[config.mk]
export PLATFORM = sky130hd
export DESIGN_NAME = fml_dmard
export DESIGN_NICKNAME = d
export VERILOG_FILES = /design/src/rtl/fml_dmard_pkg.sv /design/src/rtl/fml_dmard_fifo.sv /design/src/rtl/fml_dmard.sv
export SDC_FILE = /design/constraint.sdc
export NUM_CORES = 1
export LEC_CHECK = 0
export CAP_MARGIN = 40
export CORE_MARGIN = 4
export CORE_UTILIZATION = 60
export DETAILED_ROUTE_END_ITERATION = 8
export PLACE_DENSITY = 0.82
export SLEW_MARGIN = 20
export SYNTH_ARGS = -nofsm -noshare
export SYNTH_HDL_FRONTEND = slang
export SYNTH_SLANG_ARGS = --single-unit
[constraint.sdc]
create_clock -name sys_clk -period 13.6 [get_ports sys_clk]
set_input_delay 2.72 -clock sys_clk [delete_from_list [all_inputs] [get_ports sys_clk]]
set_output_delay 2.72 -clock sys_clk [all_outputs]
set_load 0.05 [all_outputs]
[src/rtl/fml_dmard_pkg.sv]
// Shared constants for the FML burst-read streamer: CSR indices, FSM encoding,
// burst length and FIFO sizing.
package fml_dmard_pkg;

    localparam int BURST_LEN  = 4;
    localparam int BEAT_W     = $clog2(BURST_LEN);
    localparam int FIFO_DEPTH = 8;
    localparam int FIFO_PTR_W = $clog2(FIFO_DEPTH);
    localparam int FIFO_LVL_W = FIFO_PTR_W + 1;

    localparam logic [1:0] CSR_BASE  = 2'd0;
    localparam logic [1:0] CSR_COUNT = 2'd1;
    localparam logic [1:0] CSR_CTRL  = 2'd2;

    typedef enum logic [1:0] {
        ST_IDLE = 2'd0,
        ST_REQ  = 2'd1,
        ST_DATA = 2'd2
    } state_e;

endpackage

[src/rtl/fml_dmard_fifo.sv]
// 64-bit show-ahead FIFO with level output; the head word is readable
// combinationally the cycle after it was pushed.
module fml_dmard_fifo
    import fml_dmard_pkg::*;
(
    input  logic                  sys_clk,
    input  logic                  sys_rst_n,
    input  logic                  push_i,
    input  logic [63:0]           data_i,
    input  logic                  pop_i,
    output logic [63:0]           data_o,
    output logic                  empty_o,
    output logic [FIFO_LVL_W-1:0] level_o
);

    logic [63:0]           mem_q [FIFO_DEPTH];
    logic [FIFO_PTR_W-1:0] wr_ptr_q, rd_ptr_q;
    logic [FIFO_LVL_W-1:0] level_q;
    logic                  do_pop;

    assign do_pop  = pop_i && (level_q != '0);
    assign data_o  = mem_q[rd_ptr_q];
    assign empty_o = (level_q == '0);
    assign level_o = level_q;

    // NOTE: storage is deliberately not reset; pointers and level alone define emptiness.
    always_ff @(posedge sys_clk) begin
        if (push_i) mem_q[wr_ptr_q] <= data_i;
    end

    always_ff @(posedge sys_clk or negedge sys_rst_n) begin
        if (!sys_rst_n) begin
            wr_ptr_q <= '0;
            rd_ptr_q <= '0;
            level_q  <= '0;
        end else begin
            if (push_i) wr_ptr_q <= wr_ptr_q + FIFO_PTR_W'(1);
            if (do_pop) rd_ptr_q <= rd_ptr_q + FIFO_PTR_W'(1);
            level_q <= level_q + FIFO_LVL_W'(push_i) - FIFO_LVL_W'(do_pop);
        end
    end

endmodule

[src/rtl/fml_dmard.sv]
// FML 4x64 burst-read DMA feeding a 64-bit word stream, programmed through CSRs.
// Optional completion interrupt: define FML_DMARD_IRQ_EN.
module fml_dmard
    import fml_dmard_pkg::*;
#(
    parameter logic [3:0] csr_addr  = 4'h0,
    parameter int         fml_depth = 26
) (
    input  logic                 sys_clk,
    input  logic                 sys_rst_n,
    input  logic [13:0]          csr_a,
    input  logic                 csr_we,
    input  logic [31:0]          csr_di,
    output logic [31:0]          csr_do,
    output logic [fml_depth-1:0] fml_adr,
    output logic                 fml_stb,
    output logic                 fml_we,
    input  logic                 fml_ack,
    output logic [7:0]           fml_sel,
    input  logic [63:0]          fml_di,
    output logic [63:0]          str_data,
    output logic                 str_valid,
    input  logic                 str_ready,
    output logic                 irq
);

    localparam int RES_W = FIFO_LVL_W + 1;

    state_e                state_q, state_d;
    logic [fml_depth-1:0]  base_q, base_d, adr_q, adr_d;
    logic [15:0]           cnt_q, cnt_d;
    logic [BEAT_W-1:0]     beat_q, beat_d;
    logic                  busy_q, busy_d, done_q, done_d, abort_q, abort_d;
    logic [31:0]           csr_do_q, csr_do_d;
    logic                  csr_sel, wr_base, wr_count, wr_ctrl, abort_req;
    logic                  fifo_push, fifo_empty, space_ok;
    logic [FIFO_LVL_W-1:0] fifo_level;
    logic [RES_W-1:0]      in_flight, reserved;
    logic                  unused_bits;

    assign csr_sel   = (csr_a[13:10] == csr_addr);
    assign wr_base   = csr_sel && csr_we && (csr_a[1:0] == CSR_BASE);
    assign wr_count  = csr_sel && csr_we && (csr_a[1:0] == CSR_COUNT);
    assign wr_ctrl   = csr_sel && csr_we && (csr_a[1:0] == CSR_CTRL);
    assign abort_req = wr_ctrl && csr_di[2];
    assign unused_bits = ^{csr_a[9:2], csr_di[31:fml_depth]};

    // Beats still to land count against free space so the FIFO can never overflow.
    assign in_flight = (state_q == ST_DATA) ? RES_W'(BURST_LEN) - RES_W'(beat_q) : '0;
    assign reserved  = RES_W'(fifo_level) + in_flight;
    assign space_ok  = (reserved <= RES_W'(FIFO_DEPTH - BURST_LEN));

    // NOTE: every next-state signal gets its default first so no latch can be inferred.
    always_comb begin
        state_d   = state_q;
        base_d    = base_q;
        adr_d     = adr_q;
        cnt_d     = cnt_q;
        beat_d    = beat_q;
        busy_d    = busy_q;
        done_d    = done_q;
        abort_d   = abort_q;
        fifo_push = 1'b0;

        if (wr_base) base_d = {csr_di[fml_depth-1:5], 5'b0};
        if (wr_ctrl && csr_di[1]) done_d = 1'b0;
        if (wr_count && !busy_q) begin
            if (csr_di[15:0] != 16'd0) begin
                adr_d  = base_q;
                cnt_d  = csr_di[15:0];
                busy_d = 1'b1;
                done_d = 1'b0;
            end else begin
                cnt_d  = '0;
                done_d = 1'b1;
            end
        end
        if (abort_req && busy_q) abort_d = 1'b1;

        unique case (state_q)
            ST_IDLE: begin
                if (busy_q && abort_req) begin
                    cnt_d = '0; busy_d = 1'b0; done_d = 1'b1; abort_d = 1'b0;
                end else if (busy_q && space_ok) begin
                    state_d = ST_REQ;
                end
            end
            ST_REQ: begin
                if (fml_ack) begin
                    state_d = ST_DATA;
                    beat_d  = '0;
                end else if (abort_req || abort_q) begin
                    state_d = ST_IDLE;
                    cnt_d = '0; busy_d = 1'b0; done_d = 1'b1; abort_d = 1'b0;
                end
            end
            ST_DATA: begin
                fifo_push = 1'b1;
                beat_d    = beat_q + BEAT_W'(1);
                if (beat_q == BEAT_W'(BURST_LEN - 1)) begin
                    adr_d = adr_q + fml_depth'(32);
                    cnt_d = cnt_q - 16'd1;
                    if (abort_q || abort_req || cnt_q == 16'd1) begin
                        state_d = ST_IDLE;
                        cnt_d = '0; busy_d = 1'b0; done_d = 1'b1; abort_d = 1'b0;
                    end else if (space_ok) begin
                        state_d = ST_REQ;
                    end else begin
                        state_d = ST_IDLE;
                    end
                end
            end
            default: state_d = ST_IDLE;
        endcase
    end

    always_comb begin
        csr_do_d = '0;
        if (csr_sel) begin
            case (csr_a[1:0])
                CSR_BASE:  csr_do_d = 32'(base_q);
                CSR_COUNT: csr_do_d = {16'd0, cnt_q};
                CSR_CTRL:  csr_do_d = {30'd0, done_q, busy_q};
                default:   csr_do_d = '0;
            endcase
        end
    end

    // NOTE: state registers use non-blocking assignments so all flops update from pre-edge values.
    always_ff @(posedge sys_clk or negedge sys_rst_n) begin
        if (!sys_rst_n) begin
            state_q  <= ST_IDLE;
            base_q   <= '0;
            adr_q    <= '0;
            cnt_q    <= '0;
            beat_q   <= '0;
            busy_q   <= 1'b0;
            done_q   <= 1'b0;
            abort_q  <= 1'b0;
            csr_do_q <= '0;
        end else begin
            state_q  <= state_d;
            base_q   <= base_d;
            adr_q    <= adr_d;
            cnt_q    <= cnt_d;
            beat_q   <= beat_d;
            busy_q   <= busy_d;
            done_q   <= done_d;
            abort_q  <= abort_d;
            csr_do_q <= csr_do_d;
        end
    end

    assign fml_stb   = (state_q == ST_REQ);
    assign fml_we    = 1'b0;
    assign fml_sel   = 8'hff;
    assign fml_adr   = adr_q;
    assign csr_do    = csr_do_q;
    assign str_valid = !fifo_empty;

    fml_dmard_fifo u_fifo (
        .sys_clk   (sys_clk),
        .sys_rst_n (sys_rst_n),
        .push_i    (fifo_push),
        .data_i    (fml_di),
        .pop_i     (str_ready),
        .data_o    (str_data),
        .empty_o   (fifo_empty),
        .level_o   (fifo_level)
    );

`ifdef FML_DMARD_IRQ_EN
    logic irq_q;
    always_ff @(posedge sys_clk or negedge sys_rst_n) begin
        if (!sys_rst_n) irq_q <= 1'b0;
        else            irq_q <= done_d && !done_q;
    end
    assign irq = irq_q;
`else
    assign irq = 1'b0;
`endif

endmodule
; Word level (Yosys, flattened, before mapping)
; Memory sizes are Yosys's and may differ from the RTL's.
; Index checks and enable logic that the tools add are counted.
[totals]
reg_bits = 112
ram_bits = 512
mem_count = 1
out_inout_bits = 134
[mem_list]
columns = name, depth, word_bits, read_ports, rd_ports_with_merged_regs, wr, line
row1 = u_fifo.mem_q, 8, 64, 1, 0, 1, fml_dmard_fifo.sv:16  ; logic [63:0] mem_q [FIFO_DEPTH];
[op_classes]
n_addsub = 9
magnitude_cmp = 1
eq_ne = 11
reduce_logical = 23
muxes = 52
[ops]
columns = op, count
row1 = 26-bit two-way mux, 5
row2 = 16-bit two-way mux, 7
row3 = 26-bit one-hot mux with 3 select lines, 1
row4 = 16-bit one-hot mux with 3 select lines, 1
row5 = 26-bit by 6-bit adder with 26-bit output (second input constant), 1
row6 = 1-bit two-way mux, 26
row7 = 16-bit by 1-bit equality test with 1-bit output (second input constant), 1
row8 = 16-bit nonzero test, 1
row9 = 16-bit by 1-bit subtractor with 16-bit output (second input constant), 1
row10 = 2-bit two-way mux, 6
row11 = 1-bit logical AND, 10
row12 = 1-bit one-hot mux with 3 select lines, 3
row13 = 4-bit zero test, 2
row14 = 3-bit by 1-bit adder with 3-bit output (second input constant), 2
row15 = 2-bit equality test (second input constant), 3
row16 = 2-bit one-hot mux with 3 select lines, 1
row17 = 4-bit by 5-bit adder with 5-bit output, 1
row18 = 5-bit by 3-bit less-or-equal comparator with 1-bit output (second input constant), 1
row19 = 5-bit two-way mux, 1
row20 = 4-bit by 1-bit adder with 4-bit output, 1
row21 = 2-bit by 1-bit equality test with 1-bit output (second input constant), 2
row22 = 2-bit zero test, 2
row23 = 2-bit by 1-bit inequality test with 1-bit output (second input constant), 2
row24 = 2-bit inequality test (second input constant), 2
row25 = 11 further kinds, 13

; Depth between registers and ports, before layout
; Gate-level depths: netlist of the first run.
[logic_depth]
depth_word = 9
ltp_mapped = 12

; Cells and area by module
; Synthesis of the first run repeated with hierarchy kept, for this count alone.
[unflattened]
cells_unflattened = 1312
area_unflattened_um2 = 24877.6
[modules_own_cells]
columns = module, area_each_um2, n_inst, seq_area_each_um2, cells_each
row1 = fml_dmard_fifo, 19766.5, 1, 15625.0, 794
row2 = fml_dmard, 5111.2, 1, 2402.3, 518

; Worst setup path after synthesis of the first run
; No wires, ideal clock.
[synth_path]
kind = reg2reg
from = reg state_q[0]
to = mem u_fifo.mem_q[2][0], enable pin
arrival_time_ns = 7.450
slack_ns = 5.484
path_stages_with_launch = 5
n_path_buf = 2
t_required_ns = 12.934
setup_ns = 0.666
cell_sequence = dfrtp_1 buf_2 nand2b_1 clkbuf_1 nor4b_1
[synth_between]
elab_chain_len = 4
[synth_lines]
columns = item, line
row1 = "start, declared", fml_dmard.sv:29  ; state_e state_q, state_d;
row2 = "start signal, assigned", fml_dmard.sv:142  ; state_q <= state_d;
row3 = 2-bit equality test, fml_dmard.sv:80  ; unique case (state_q)
row4 = 1-bit two-way mux, fml_dmard.sv:80
row5 = 1-bit two-way mux, fml_dmard_fifo.sv:28  ; if (push_i) mem_q[wr_ptr_q] <= data_i;
row6 = 1-bit two-way mux (implied by the code), fml_dmard_fifo.sv:28
row7 = "end, declared", fml_dmard_fifo.sv:16
; No other way between the ends.

; Worst setup path in the final report of the first run
[layout_path]
from = reg u_fifo.rd_ptr_q[0]
to = out str_data[8]
[layout_between]
elab_chain_len = 1
[layout_lines]
columns = item, line
row1 = "start, declared", fml_dmard_fifo.sv:17  ; logic [FIFO_PTR_W-1:0] wr_ptr_q, rd_ptr_q;
row2 = "start signal, assigned", fml_dmard_fifo.sv:38  ; if (do_pop) rd_ptr_q <= rd_ptr_q + FIFO_PTR_W'(1);
row3 = memory 8 x 64 bit, n/a
row4 = "end, declared", fml_dmard.sv:21  ; output logic [63:0] str_data,
; No other way between the ends.

==> key figures, run 1 <==
Yosys
  – Syn Inst Count: 1,265
  – Synth unique cells: 70
  – Syn Area/Cell: 19.54 um2
  – Asr flop ratio synth: 17.15%
  – EDFF count, synth: 512
  – Area contributors post-synth: edfxtp_1 (62%), mux4_2 (12%), dfrtp_1 (11%), mux2_2 (3.0%), mux2_4 (1.2%)
  – Synth top area share: 62.19%
  – Synth Register Bits: 618
  – Post-Syn Area: 0.02472 mm2
  – Sequential fraction of the synthesis area: 72.91%
  – Largest area contributor in the synthesized netlist: edfxtp_1
  – Yosys Warn Count: 0
  – Synth Flop Type: edfxtp_1

Timing
  – Max_slew headroom: 42.67%
  – Setup TNS: 0 ns
  – Minimum clock period: 7.033 ns
  – Worst slew pin tran: 0.8600 ns
  – Peak Freq: 142.2 MHz
  – RSZ-0062 raised after global routing: no
  – Final hold vios: 0
  – Final setup fails: 0
  – Clock Skews: 0.02286 ns
  – Max Slew Vio Count: 0
  – Setup slack after layout: 6.567 ns
  – Fin Hold WS: 0.4833 ns
  – Fin crit share: 51.71%

Floorplanning
  – Die area: 0.04452 mm2
  – Initial Util: 60.69%
  – Placement row count: 74
  – I/O pins: 249
  – Chip height: 211.0 um
  – Core area: 0.04074 mm2
  – Die W: 211.0 um

Placement
  – Port-buffer cells: 218
  – Pre-CTS WS: 6.826 ns
  – RD Place Congestion: 0.8239
  – Dpl hpwl: 29.77 mm

Outcome
  – Run status: completed

Min path
  – Hold path start: fml_adr[1]
  – Worst Hold Endpoint: fml_adr[1]
  – Hold Path Class: flop to flop
  – Worst hold path depth: 1

Power
  – Total chip power: 6382 uW
  – Power Density: 217.1 mW/mm2
  – Max VDD drop: 0.1968 mV
  – Pleak: 0.01012 uW

Setup path
  – CP Launch Point: u_fifo.rd_ptr_q[0]
  – Crit path top cell by count: buf_16
  – Reg-to-reg setup timing slack: 10.78 ns
  – Top Family by Delay on Critical Path: buffers and inverters
  – Crit path launch type: flop
  – CP Max Fanout: 36
  – Critical R2R Capture: u_fifo.mem_q[7][51]
  – Critical path buffers and inverters: 6
  – CP Cell Sequence: buf_16 > buf_4 > buf_16 > buf_4 > buf_16 > mux4_2 > mux2_2 > clkdlybuf4s50_1
  – Critical Path Stages: 8
  – R2R depth: 5
  – CP arrival: 4.31 ns
  – Worst path slowest cell: clkdlybuf4s50_1
  – Setup crit end kind: output pin
  – Critical setup path kind: flop to output pin
  – CP required: 10.88 ns
  – R2R Path Start: state_q[1]
  – Delay of the slowest critical-path stage: 0.70 ns

Clock tree
  – Post-CTS Hold Buffers: 0
  – CTS sink count: 618
  – Setup Fix Bufs, Post-CTS: 0
  – TritonCTS clock tree: built
  – Clock tree buffer depth: 3
  – Clock Latency Late Sink: 0.63 ns
  – CTS Root Buffer Type: clkbuf_16
  – Post-cts sizing count: 0
  – CTS buffer count: 58
  – Clk slew on worst S/H paths: 0.06 ns
  – H-tree depth: 2

Routing
  – DR WL met3: 3.361 mm
  – Max layer used: met5
  – Via density: 6.118
  – DR pass1 iterations: 5
  – DRT Wirelength: 51.99 mm
  – Initial DRC count: 1,224
  – DR vias: 12,799
  – ANT nets after route: 0
  – Met2 WL: 26.55 mm
  – Wl on met1: 20.84 mm
  – Average wire per cell in the routed design: 24.85 um
  – Drt drc: 0

Layout
  – Area grow syn2layout: 18.93%
  – Commonest cells after routing, fill and taps aside: edfxtp_1 (512), clkdlybuf4s50_1 (217), mux4_2 (128)
  – NumNets Final: 1,641
  – Ratio of cells with drive above 1 in the final layout: 22.79%
  – Most common cell after layout, fill and taps aside: edfxtp_1

GRT
  – Largest net degree at the start of global routing: 55
  – Gr ovfl total: 0
  – Tot GR Track Use: 23.52%
  – Initial antenna violation count: 5
  – First-pass GRT wire length: 79.96 mm
  – Via count of the first global-routing pass: 13,373

Run
  – Number of max-cap violations: 0
-- where the power goes --
part           switching [uW]  internal, uW  total [uW]
combinational            1410          1020        2430
clock                     676           853        1530
sequential                175          2250        2430
total                    2260          4120        6380
-- worst max path at each step --
stage	end	slack (ns)
2_1_floorplan	u_fifo.mem_q[2][0]	5.48
4_1_cts	str_data[8]	6.13
5_1_grt	str_data[13]	6.25
3_5_place_dp	str_data[7]	6.83
3_3_place_gp	str_data[55]	6.38
6_report	str_data[8]	6.57
-- Yosys cell counts (20+ instances only) --
cell type and count:
mux2_2 66, mux2_4 20, edfxtp_1 512, clkbuf_1 32, buf_4 20, nor2_1 40, nor3_1 24, a21oi_1 25
dfrtp_1 106, inv_1 23, nand2_1 28, mux4_2 128
-- flip-flops by register name, indices dropped and copies added (netlist names), 2 cells and up --
signal	count
u_fifo.wr_ptr_q	3
beat_q	2
u_fifo.mem_q	512
csr_do	26
state_q	2
u_fifo.rd_ptr_q	3
cnt_q	16
fml_adr	26
base_q	21
u_fifo.level_o	4
-- metal layers --
| layer | track usage [%] | vias up |
|---|---|---|
| li1 | - | 5588 |
| met1 | 32.94 | 6601 |
| met2 | 39.24 | 514 |
| met3 | 3.832 | 90 |
| met4 | 6.707 | 6 |
| met5 | 0 | - |
-- area by class of cell --
type	count	area, um2
Antenna cell	2	5.005
Clock inverter	29	211.5
Tap cell	532	665.6
Fill cell	2404	11340
Inverter	23	86.33
Clock buffer	79	1582
Multi-Input combinational cell	562	6309
Sequential cell	618	18040
Timing Repair Buffer	247	2506
-- stage by stage --
stage / std cells / utilization, % / cell area, um2
2_1_floorplan: 1279 / - / 24780
3_3_place_gp: 1975 / 67.36 / 27440
3_5_place_dp: 1979 / 67.62 / 27550
4_1_cts: 2087 / 72.02 / 29340
5_1_grt: 2092 / 72.17 / 29400
6_report: 2092 / 72.17 / 29400
-- cells by family after synthesis --
family / after synthesis / share of synthesized area (%)
simple gates: 187 / 4.251
buf+inv: 99 / 1.989
fa+ha+maj: 16 / 0.8705
mux: 226 / 16.37
other cells: 2 / 0.03038
flops: 618 / 72.91
xor+xnor: 10 / 0.3543
compound gates: 107 / 3.224
No activity file was read; power rests on OpenSTA's default activity.
==> inputs of run 2 (changes only) <==
Settings changed: CORE_UTILIZATION 60 to 51, PLACE_DENSITY 0.82 to 0.75.
Clock period 13.6 ns to 5.9 ns, I/O delays scaled along.
==> key figures, run 2 (synthesis results as in run 1) <==
Timing
  – Final hold vios: 0
  – Max_slew headroom: 45.32%
  – Max Slew Vio Count: 0
  – RSZ-0062 raised after global routing: no
  – Fin crit share: 78.11%
  – Clock Skews: 0.02970 ns
  – Peak Freq: 217.0 MHz
  – Worst slew pin tran: 0.8202 ns
  – Final setup fails: 0
  – Setup slack after layout: 1.292 ns
  – Minimum clock period: 4.608 ns

Placement
  – Dpl hpwl: 31.43 mm
  – Pre-CTS WS: 1.890 ns
  – Port-buffer cells: 218
  – RD Place Congestion: 0.8294
  – Area after DPL: 0.02790 mm2

Clock tree
  – TritonCTS clock tree: built
  – Clock Latency Late Sink: 0.63 ns
  – Post-CTS Hold Buffers: 0
  – Clock tree buffer depth: 3
  – Clk slew on worst S/H paths: 0.06 ns
  – Setup Fix Bufs, Post-CTS: 0
  – CTS sink count: 618
  – H-tree depth: 2
  – Post-cts sizing count: 0
  – CTS Root Buffer Type: clkbuf_16
  – CTS buffer count: 60

Run
  – Number of max-cap violations: 0

Routing
  – Drt drc: 0
  – DR pass1 iterations: 5
  – Via density: 5.799
  – Initial DRC count: 851
  – DRT Wirelength: 52.41 mm
  – ANT nets after route: 0
  – Average wire per cell in the routed design: 23.93 um
  – DR vias: 12,699

Layout
  – Area grow syn2layout: 20.91%
  – Fill cell count: 3,302
  – NumNets Final: 1,655
  – Ratio of cells with drive above 1 in the final layout: 23.97%
  – Max reg flops: 512
  – Largest Register: u_fifo.mem_q
  – Most common cell after layout, fill and taps aside: edfxtp_1
  – Commonest cells after routing, fill and taps aside: edfxtp_1 (512), clkdlybuf4s50_1 (217), mux4_2 (128)
  – Post-route cell area: 0.02989 mm2

Power
  – Power Density: 500.4 mW/mm2
  – Max VDD drop: 0.2993 mV
  – Pleak: 0.01030 uW

Setup path
  – Delay of the slowest critical-path stage: 0.77 ns
  – Critical setup path kind: flop to output pin
  – CP Max Fanout: 35
  – Setup crit end kind: output pin
  – CP Cell Sequence: buf_16 > buf_12 > mux4_2 > mux2_2 > clkdlybuf4s50_1
  – CP required: 4.72 ns
  – CP Launch Point: u_fifo.rd_ptr_q[0]
  – R2R Path Start: state_q[0]
  – Top Family by Delay on Critical Path: buffers and inverters
  – CP arrival: 3.43 ns
  – Critical path buffers and inverters: 3
  – Crit path launch type: flop
  – Worst path slowest cell: clkdlybuf4s50_1

GRT
  – First-pass GRT wire length: 81.61 mm
  – Tot GR Track Use: 20.18%
  – Via count of the first global-routing pass: 13,482
  – Gr ovfl total: 0
  – Largest net degree at the start of global routing: 63
  – Initial antenna violation count: 5

Floorplanning
  – Die W: 228.2 um
  – Placement row count: 80
  – Initial Util: 51.67%
  – Die area: 0.05206 mm2
  – Core area: 0.04785 mm2
  – I/O pins: 249
  – Chip height: 228.2 um

Outcome
  – Run status: completed

Min path
  – Hold Path Class: primary input to async pin
run 2: cell types whose count changed in the layout (fill, tap and decap cells not counted), sizes merged:
cell	delta
buf	+12
inv	+2
bufinv	+1
clkinv	-1
clkbuf	+1
run 2: path summary, 6_finish.rpt:
path                           endpoint  depth (start not counted)  slack (ns)
max                        str_data[19]                          5        1.29
min                           cnt_q[12]                          1        0.36
max reg2reg                  state_q[0]                         10        3.12
min reg2reg                  fml_adr[4]                          1        0.49
max in group asynchronous    fml_adr[7]                          3        4.42
min in group sys_clk         fml_adr[4]                          1        0.49
run 2: layer usage:
layer  track usage, %  share of wire [%]  wire, um
met1            27.56                 42     22130
met5                0              0.082        43
met4            4.956                2.0      1032
met3            4.254                5.3      2753
met2            33.78                 50     26450
run 2: final cells by class:
class                      count  area [um2]  share of cell area, %
clock inverter                31       286.5                 0.9585
sequential                   618       18040                  60.35
timing repair buffer         259        2743                  9.175
clock buffer                  80        1638                  5.479
tap                          615       769.5                  2.574
antenna                        2       5.005                0.01674
inverter                      23       86.33                 0.2888
multi-input combinational    562        6326                  21.16
run 2: stage by stage:
step	TNS (ns)	instances	hold slack [ns]	total power (uW)	utilization (%)
after floorplan	-51.93	1279	0.4711	9572	-
after global placement	0	2063	0.4674	11200	57.77
after detailed placement	0	2074	0.4736	11380	58.31
after CTS	0	2185	0.4882	15120	62.33
after global routing	0	2190	0.3241	15630	62.48
final	0	2190	0.3610	14960	62.48
run 2: report_power, final:
group	switching, uW	internal, uW
logic	3270	2390
clock network	1620	2090
registers	393	5190
